$ cat src/rtl/ampel_ctrl_pkg.sv
// ampel_ctrl_pkg: state encoding and default phase durations for the pedestrian-crossing sequencer
package ampel_ctrl_pkg;
  typedef enum logic [2:0] {
    S_GREEN, S_YELLOW, S_RED_CLR, S_WALK, S_PED_CLR, S_RED_YEL, S_BLINK
  } state_t;
  localparam int T_GREEN_D  = 8;
  localparam int T_YELLOW_D = 3;
  localparam int T_CLEAR_D  = 2;
  localparam int T_WALK_D   = 6;
  localparam int T_REDYEL_D = 1;
  function automatic logic dur_ok(input int d);
    return d >= 1 && d <= 15;
  endfunction
endpackage

$ cat src/rtl/ampel_ctrl_timer.sv
// ampel_ctrl_timer: 4-bit loadable down-counter that stops at 1 (i_load/i_value load, i_tick decrements; o_cnt value, o_last when o_cnt==1)
module ampel_ctrl_timer (
  input  logic       i_clk,
  input  logic       i_load,
  input  logic [3:0] i_value,
  input  logic       i_tick,
  output logic [3:0] o_cnt,
  output logic       o_last
);
  logic [3:0] r_cnt;
  always_ff @(posedge i_clk)
    r_cnt <= i_load ? i_value : (i_tick && r_cnt > 4'd1) ? r_cnt - 4'd1 : r_cnt;
  assign o_cnt  = r_cnt;
  assign o_last = r_cnt == 4'd1;
endmodule

$ cat src/rtl/ampel_ctrl.sv
// ampel_ctrl: pedestrian-crossing light sequencer with request latch, night blink mode and walk countdown
// Ports: i_clk/i_res (sync active-high), i_tick seconds pulse, i_req button level, i_night mode level;
// o_car_r/y/g and o_ped_r/g lamps, o_wait request latch, o_cnt phase timer, o_disp_en display enable (WALK only).
module ampel_ctrl
  import ampel_ctrl_pkg::*;
#(
  parameter int T_GREEN  = T_GREEN_D,
  parameter int T_YELLOW = T_YELLOW_D,
  parameter int T_CLEAR  = T_CLEAR_D,
  parameter int T_WALK   = T_WALK_D,
  parameter int T_REDYEL = T_REDYEL_D
) (
  input  logic       i_clk,
  input  logic       i_res,
  input  logic       i_tick,
  input  logic       i_req,
  input  logic       i_night,
  output logic       o_car_r,
  output logic       o_car_y,
  output logic       o_car_g,
  output logic       o_ped_r,
  output logic       o_ped_g,
  output logic       o_wait,
  output logic [3:0] o_cnt,
  output logic       o_disp_en
);
  if (!dur_ok(T_GREEN) || !dur_ok(T_YELLOW) || !dur_ok(T_CLEAR) || !dur_ok(T_WALK) || !dur_ok(T_REDYEL)) begin : g_cfg_err
    $error("ampel_ctrl: all phase durations must be in 1..15");
  end
  state_t     r_state, w_next;
  logic       r_wait, r_blink, r_req_q;
  logic       w_last, w_exit, w_enter, w_load, w_clr, w_set;
  logic [3:0] w_value;
  assign w_exit  = i_tick && w_last;
  assign w_enter = w_next != r_state;
  assign w_load  = i_res || w_enter;
  assign w_value = (i_res || w_next == S_GREEN)              ? 4'(T_GREEN)  :
                   w_next == S_YELLOW                        ? 4'(T_YELLOW) :
                   (w_next == S_RED_CLR || w_next == S_PED_CLR) ? 4'(T_CLEAR) :
                   w_next == S_WALK                          ? 4'(T_WALK)   :
                   w_next == S_RED_YEL                       ? 4'(T_REDYEL) : 4'd0;
  // entering WALK or BLINK consumes the request; this beats a simultaneous button edge
  assign w_clr = w_enter && (w_next == S_WALK || w_next == S_BLINK);
  assign w_set = i_req && !r_req_q && r_state != S_WALK && r_state != S_BLINK;
  ampel_ctrl_timer u_timer (
    .i_clk  (i_clk),
    .i_load (w_load),
    .i_value(w_value),
    .i_tick (i_tick),
    .o_cnt  (o_cnt),
    .o_last (w_last)
  );
  always_ff @(posedge i_clk)
    r_state <= i_res ? S_GREEN : w_next;
  always_comb begin
    w_next = r_state;
    case (r_state)
      S_GREEN:   if (w_exit && (i_night || r_wait)) w_next = S_YELLOW;
      S_YELLOW:  if (w_exit) w_next = i_night ? S_BLINK : r_wait ? S_RED_CLR : S_RED_YEL;
      S_RED_CLR: if (w_exit) w_next = S_WALK;
      S_WALK:    if (w_exit) w_next = S_PED_CLR;
      S_PED_CLR: if (w_exit) w_next = S_RED_YEL;
      S_RED_YEL: if (w_exit) w_next = S_GREEN;
      S_BLINK:   if (i_tick && !i_night) w_next = S_PED_CLR;
      default:   w_next = S_GREEN;
    endcase
  end
  always_ff @(posedge i_clk) begin
    if (i_res) begin
      r_wait  <= 1'b0;
      r_blink <= 1'b1;
      r_req_q <= 1'b0;
    end else begin
      r_req_q <= i_req;
      r_blink <= (w_enter && w_next == S_BLINK) ? 1'b1 : (r_state == S_BLINK && i_tick) ? ~r_blink : r_blink;
      r_wait  <= w_clr ? 1'b0 : w_set ? 1'b1 : r_wait;
    end
  end
  always_comb begin
    o_car_g   = r_state == S_GREEN;
    o_car_y   = r_state == S_YELLOW || r_state == S_RED_YEL || (r_state == S_BLINK && r_blink);
    o_car_r   = r_state == S_RED_CLR || r_state == S_WALK || r_state == S_PED_CLR || r_state == S_RED_YEL;
    o_ped_g   = r_state == S_WALK;
    o_ped_r   = r_state != S_WALK && r_state != S_BLINK;
    o_disp_en = r_state == S_WALK;
    o_wait    = r_wait;
  end
endmodule

$ cat config.mk
export PLATFORM = sky130hd
export DESIGN_NAME = ampel_ctrl
export DESIGN_NICKNAME = d
export VERILOG_FILES = /design/src/rtl/ampel_ctrl_pkg.sv /design/src/rtl/ampel_ctrl_timer.sv /design/src/rtl/ampel_ctrl.sv
export SDC_FILE = /design/constraint.sdc
export NUM_CORES = 1
export LEC_CHECK = 0
export CAP_MARGIN = 25
export CELL_PAD_IN_SITES_DETAIL_PLACEMENT = 2
export CELL_PAD_IN_SITES_GLOBAL_PLACEMENT = 2
export CORE_MARGIN = 5
export CORE_UTILIZATION = 32
export DETAILED_ROUTE_END_ITERATION = 10
export HOLD_SLACK_MARGIN = 0.05
export PLACE_DENSITY = 0.92
export SETUP_SLACK_MARGIN = 0.1
export SYNTH_ARGS = -nofsm -noshare
export SYNTH_HDL_FRONTEND = slang
export SYNTH_HIERARCHICAL = 1
export SYNTH_SLANG_ARGS = --single-unit
$ cat constraint.sdc
create_clock -name i_clk -period 3.8 [get_ports i_clk]
set_clock_uncertainty 0.2 [all_clocks]
set_input_delay 0.57 -clock i_clk [delete_from_list [all_inputs] [get_ports i_clk]]
set_output_delay 0.57 -clock i_clk [all_outputs]
set_load 0.03 [all_outputs]
==> out/qor.log, run 1 <==
qor: run_status.outcome completed
qor: logic_synthesis.ys_types 43
qor: logic_synthesis.ranking_of_synthesized_cells_by_area dfxtp_1 (15%), edfxtp_1 (15%), xor2_1 (4.2%)
qor: timing.max_slew_margin 0.532
qor: power.share_comb_of_total_power 0.302
qor: logic_synthesis.syn_area_per_cell 8.60 um^2
qor: critical_path.timing.critical_path.to o_ped_g
qor: floorplan.io_pins 16
qor: finish.layout.cells.most_common_list clkdlybuf4s50_1 (15), inv_1 (8)
qor: logic_synthesis.synth-seq-cells 10
qor: drt.final_antenna_net_count 0
qor: critical_path.r2r_end u_timer/o_cnt[3]
qor: clock_network.cts_tree built
qor: finish.post_layout_nonfiller_instances 139
qor: timing.tightest_slew 0.701 ns
qor: critical_path.worstSetupEndpointType output pin
qor: power.power_density 335 mW/mm^2
qor: drt.detail_route.iter0.violations 30
qor: finish.synthToLayoutAreaGrowth 22.1%
qor: clock_network.cts_root_buf clkbuf_4
qor: placed_design.place_hpwl 1830 um
qor: drt.number_of_remaining_drc_errors 0
qor: finish.share_of_final_layout_standard_cells_stronger_than_drive_strength_1 0.165
qor: placed_design.numPortBuffers 15
qor: drt.via_count 766
qor: logic_synthesis.synthDominantCellAreaShare 0.145
qor: flow_run.timing.max_cap.violations 0
qor: global_routing.antenna_found_initial 0
qor: floorplan.dieArea 0.00370 mm^2
qor: clock_network.clock_path_buffers 2
qor: global_routing.global_route.usage.total 0.147
qor: hold_path.worstHoldPathCells 2
qor: power.cellLeakagePower 0.000397 uW
qor: drt.route.detailed.vias_per_inst 5.51
qor: critical_path.worst_ep_arrival_time 2.03 ns
qor: logic_synthesis.synth_nets 103
qor: power.power.total 338 uW
qor: logic_synthesis.netlist.top_cell.by_area dfxtp_1
qor: logic_synthesis.synth_ff_type dfxtp_1
qor: power.seq_power_share 0.416
qor: timing.grt_setup_unrepaired false
qor: power.cell_internal_pwr 230 uW
qor: clock_network.clk_pin_slew_worst_setup_hold_paths 0.07 ns
qor: hold_path.hold_path.class reg -> reg
qor: critical_path.worst-endpoint-required 3.03 ns
qor: critical_path.critical_path_launch_point r_state[2]
qor: placed_design.place_inst 135
qor: global_routing.gr-total-overflow 0
qor: logic_synthesis.post_synth_edffs 4
qor: finish.insertedDiodeCount 0
qor: finish.finalInstanceArea 0.00101 mm^2
qor: logic_synthesis.postSynth.asyncResetShare 0
qor: clock_network.worstSkewPairLatency 0.26 ns
qor: logic_synthesis.yosys_warns 6
qor: clock_network.cts_inserted_buffers 3
qor: clock_network.clock_tree.htree_level_count 1
qor: floorplan.fp.coreArea 0.00248 mm^2
qor: critical_path.worst_r2r_path_depth 8
qor: clock_network.cts_post_setup_buffers_inserted 0
qor: floorplan.placementRows 18
qor: logic_synthesis.synth_sequential_area_ratio 0.291
qor: floorplan.die_w 60.8 um
qor: drt.totalWireLength 2330 um
qor: global_routing.global_route_wire_length_before_repair 3950 um
qor: timing.fmaxAchievable 0.357 GHz
qor: floorplan.initial_utilization 0.333
qor: critical_path.critical_path_peak_fanout 17
qor: power.power.share.switching 0.319
qor: global_routing.grt_start_max_net_pins 18
qor: timing.setup-violations-final 0
qor: placed_design.gpl.final_weighted_congestion 0.731
qor: finish.layout_commonest_cell clkdlybuf4s50_1
qor: global_routing.grt_pass1_vias 792
qor: floorplan.floorplan.die.height 60.8 um
qor: clock_network.cts_sinks 10
qor: logic_synthesis.synth_cells 96
qor: critical_path.setup.reg_to_reg.worst_slack 1.21 ns
qor: timing.finalSetupTns 0 ns
qor: timing.finalHoldViolations 0
qor: drt.wire_per_inst 16.8 um
qor: critical_path.startpoint_type flop
qor: timing.post-route-period-util 0.736
qor: power.switchingPower 108 uW
qor: power.max-vdd-ir-drop 192 uV
qor: critical_path.critical_path_class reg -> out
qor: drt.first_pass_iters 4
qor: clock_network.cts_hold_repair.buffers 0
qor: finish.fill_cells 288
qor: timing.report.final.slew_viol_count 0
qor: critical_path.critical_path.reg2reg.startpoint u_timer/o_cnt[1]
qor: timing.layout_min_cycle_time 2.80 ns
qor: logic_synthesis.syn_area 826 um^2
qor: finish.nets 117
qor: clock_network.cts_resizes 0
qor: power.power_frac_clock 0.282
qor: placed_design.detailed_place.area 972 um^2
-- metal layers --
| layer | GRT usage | vias up | share of wire |
|---|---|---|---|
| met3 | 0.0255 | 4 | 0.0099 |
| met2 | 0.231 | 8 | 0.51 |
| met4 | 0.0650 | 0 | 0.018 |
| met5 | 0 | - | 0 |
| li1 | - | 368 | - |
| met1 | 0.197 | 386 | 0.46 |
-- power groups by stage --
stage	sequential [uW]	clock (uW)	combinational, uW
finish	141	95.2	102
global route	143	106	110
CTS	141	97.5	103
detailed placement	144	0	102
global placement	142	0	99.1
floorplan	161	0	44.4
-- per-stage QoR --
| step | hold WS [ns] | setup WS (ns) | util |
|---|---|---|---|
| after floorplan | 0.258 | 1.33 | - |
| after global placement | 0.273 | 0.998 | 0.392 |
| after detailed placement | 0.290 | 0.905 | 0.392 |
| after CTS | 0.311 | 0.990 | 0.407 |
| after global routing | 0.325 | 0.850 | 0.407 |
| final | 0.310 | 1.00 | 0.407 |
-- worst min-delay path by stage --
| stage | from | end |
|---|---|---|
| detailed placement | r_blink | r_blink |
| finish | r_blink | r_blink |
| global placement | r_blink | r_blink |
| floorplan | r_blink | r_blink |
| CTS | r_blink | r_blink |
| global route | r_blink | r_blink |
-- cells in the mapped netlist (all sizes together) (2+ instances only) --
cell    instances
nand3           3
dfxtp           6
xor2            4
a22oi           2
and3            3
a21oi           4
edfxtp          4
buf             7
nor2b           3
ha              2
a21o            4
mux2            2
o21ai           9
or2             2
nor3            4
inv             8
nor4            2
nand2           6
nor2            6
-- state kept, by name, summed over array words and instances, names as in the netlist --
signal         flops
o_wait             1
r_blink            1
r_req_q            1
r_state            3
u_timer/o_cnt      4
-- kinds of logic (layout without fill, tap and decap cells) --
family / after synthesis / count (layout) / share of synthesized area
AOI/OAI and AO/OA: 30 / 30 / 0.271
xor gates and xnor gates: 5 / 5 / 0.0530
adders and majority gates: 2 / 2 / 0.0303
buffers and inverters: 15 / 28 / 0.0954
DFF: 10 / 10 / 0.291
muxes: 3 / 3 / 0.0394
and+or+nand+nor: 31 / 31 / 0.220
-- final cells by class --
cell class | count | area [um^2] | share of cell area
multi-input cells | 71 | 507 | 0.502
flip-flops and latches | 10 | 240 | 0.238
repair buffers | 16 | 158 | 0.156
well taps | 30 | 37.5 | 0.0372
clock buffers | 4 | 36.3 | 0.0360
inverters | 8 | 30.0 | 0.0298
-- worst max-delay path, stage by stage (launching register included) --
cell             delay [ns]
dfxtp_1                0.77
inv_1                  0.20
and3_1                 0.20
clkdlybuf4s50_1        0.59
Power figures use the tool's default switching activity.
==> run 2: changes to the inputs <==
- CORE_UTILIZATION: 32 -> 27
- PLACE_DENSITY: 0.92 -> 0.84
- clock period: 3.8 -> 2.4 ns (I/O delays scaled with it)
==> out/qor.log, run 2 (synthesis gave the netlist of run 1 again) <==
qor: power.max-vdd-ir-drop 384 uV
qor: critical_path.cp_cell_sequence xor2_1 -> nand2_1 -> clkdlybuf4s50_1
qor: flow_run.timing.max_cap.violations 0
qor: floorplan.initial_utilization 0.275
qor: critical_path.startpoint_type flop
qor: finish.post_layout_nonfiller_instances 163
qor: clock_network.cts_inserted_buffers 3
qor: clock_network.cts_tree built
qor: clock_network.clock_tree.htree_level_count 1
qor: global_routing.grt_start_max_net_pins 22
qor: timing.finalHoldViolations 0
qor: critical_path.worst-endpoint-required 1.84 ns
qor: critical_path.worstSetupEndpointType output pin
qor: critical_path.critical_path_class reg -> out
qor: run_status.outcome completed
qor: global_routing.antenna_found_initial 0
qor: floorplan.die_w 65.3 um
qor: clock_network.cts_root_buf clkbuf_4
qor: floorplan.fp.coreArea 0.00300 mm^2
qor: critical_path.worst_ep_arrival_time 1.78 ns
qor: drt.detail_route.iter0.violations 23
qor: finish.synthToLayoutAreaGrowth 49.8%
qor: critical_path.timing.critical_path.max_delay_family buffers and inverters
qor: power.cellLeakagePower 0.000565 uW
qor: critical_path.worst-path-buf-inv 1
qor: global_routing.global_route_wire_length_before_repair 4710 um
qor: timing.layout_min_cycle_time 2.34 ns
qor: finish.fill_cells 339
qor: floorplan.dieArea 0.00426 mm^2
qor: placed_design.pre_cts_slack -0.116 ns
qor: timing.grt_setup_unrepaired true
qor: clock_network.cts_sinks 10
qor: power.power_density 471 mW/mm^2
qor: drt.wire_per_inst 19.2 um
qor: placed_design.numPortBuffers 15
qor: drt.route.detailed.vias_per_inst 5.40
qor: critical_path.delay_of_the_slowest_cell_on_the_worst_path 0.62 ns
qor: finish.layout.cells.most_common_list buf_4 (21), clkdlybuf4s50_1 (10), inv_1 (7)
qor: global_routing.grt_most_used_layer met2
qor: finish.layout_commonest_cell buf_4
qor: timing.tightest_slew 0.392 ns
qor: critical_path.critical_path_peak_fanout 11
qor: clock_network.clock_path_buffers 2
qor: global_routing.gr-usage-met1 0.177
qor: global_routing.gr-usage-met2 0.241
qor: timing.setup-violations-final 0
qor: timing.post-route-period-util 0.976
qor: clock_network.clk_pin_slew_worst_setup_hold_paths 0.07 ns
qor: timing.finalSetupTns 0 ns
qor: critical_path.slowest_stage clkdlybuf4s50_1
qor: finish.insertedDiodeCount 0
qor: drt.number_of_remaining_drc_errors 0
qor: timing.report.final.slew_viol_count 0
qor: finish.largest_reg_flops 4
qor: timing.setup_slack 0.0571 ns
qor: floorplan.io_pins 16
qor: clock_network.worstSkewPairLatency 0.29 ns
qor: timing.max_slew_margin 0.739
qor: global_routing.grt_pass1_vias 960
qor: global_routing.global_route.usage.total 0.145
qor: floorplan.placementRows 20
qor: finish.nets 138
qor: placed_design.place_inst 149
qor: finish.share_of_final_layout_standard_cells_stronger_than_drive_strength_1 0.362
qor: drt.via_count 880
qor: drt.totalWireLength 3130 um
qor: drt.first_pass_iters 3
qor: drt.final_antenna_net_count 0
qor: hold_path.hold_path.class reg -> reg
qor: global_routing.grt_util_met3 0.0137
qor: placed_design.place_hpwl 2050 um
qor: floorplan.floorplan.die.height 65.3 um
qor: timing.fmaxAchievable 0.427 GHz
qor: global_routing.gr-total-overflow 0
qor: placed_design.gpl.final_weighted_congestion 0.743
run 2: path summary, 6_finish.rpt:
kind / start / endpoint / slack, ns / cells past startpoint
worst max-delay path: r_state[0] / o_ped_r / 0.06 / 3
worst min-delay path: r_blink / r_blink / 0.30 / 2
worst max register to register: u_timer/o_cnt[1] / u_timer/o_cnt[3] / 0.09 / 8
worst min register to register: r_blink / r_blink / 0.30 / 2
run 2: area by class of cell:
type	count	area (um^2)	area share
inverter	8	30.0	0.0243
clock buffer	3	22.5	0.0182
timing repair buffer	37	324	0.262
sequential	10	245	0.198
tap	33	41.3	0.0334
multi-input combinational	71	571	0.461
clock inverter	1	3.75	0.00303
run 2: through the flow:
| step | instance area, um^2 | hold WS, ns | util | total power, uW |
|---|---|---|---|---|
| 2_1_floorplan | 836 | 0.228 | - | 328 |
| 6_report | 1240 | 0.299 | 0.412 | 582 |
| 4_1_cts | 1140 | 0.307 | 0.379 | 554 |
| 3_5_place_dp | 1070 | 0.287 | 0.356 | 402 |
| 3_3_place_gp | 1070 | 0.279 | 0.356 | 390 |
| 5_1_grt | 1240 | 0.322 | 0.412 | 616 |
run 2: metal layers:
metal  part of all wire  routed length, um  vias to the layer above
met5                  0                  0                        -
met4              0.024                 76                        0
met3              0.016                 50                        8
met2               0.51               1600                       10
met1               0.45               1400                      445
li1                   -                  -                      417
run 2: power breakdown:
group	leakage, uW	switching (uW)	internal (uW)
clock	0.0000154	69.5	60.5
sequential	0.0000912	22.4	200
combinational	0.000459	119	111
total	0.000565	211	371
run 2: tightest hold or removal path, cell delays in order, from the launching register on:
cell and delay, ns:
dfxtp_1 0.34, xor2_1 0.07, nand2_1 0.06
run 2: what timing repair did:
action                     4_1_cts  5_1_grt
pin swaps                        2        7
gates resized for setup          7       14
hold buffers                     0        0
setup endpoints to repair       12       12
cloned                           0        0
buffers inserted                 5        5
==> run 3: changes to the inputs <==
- CTS_CLUSTER_SIZE: not set -> 30
==> results of run 3 <==
The final DEF is identical to that of run 2; final timing and power are the same.
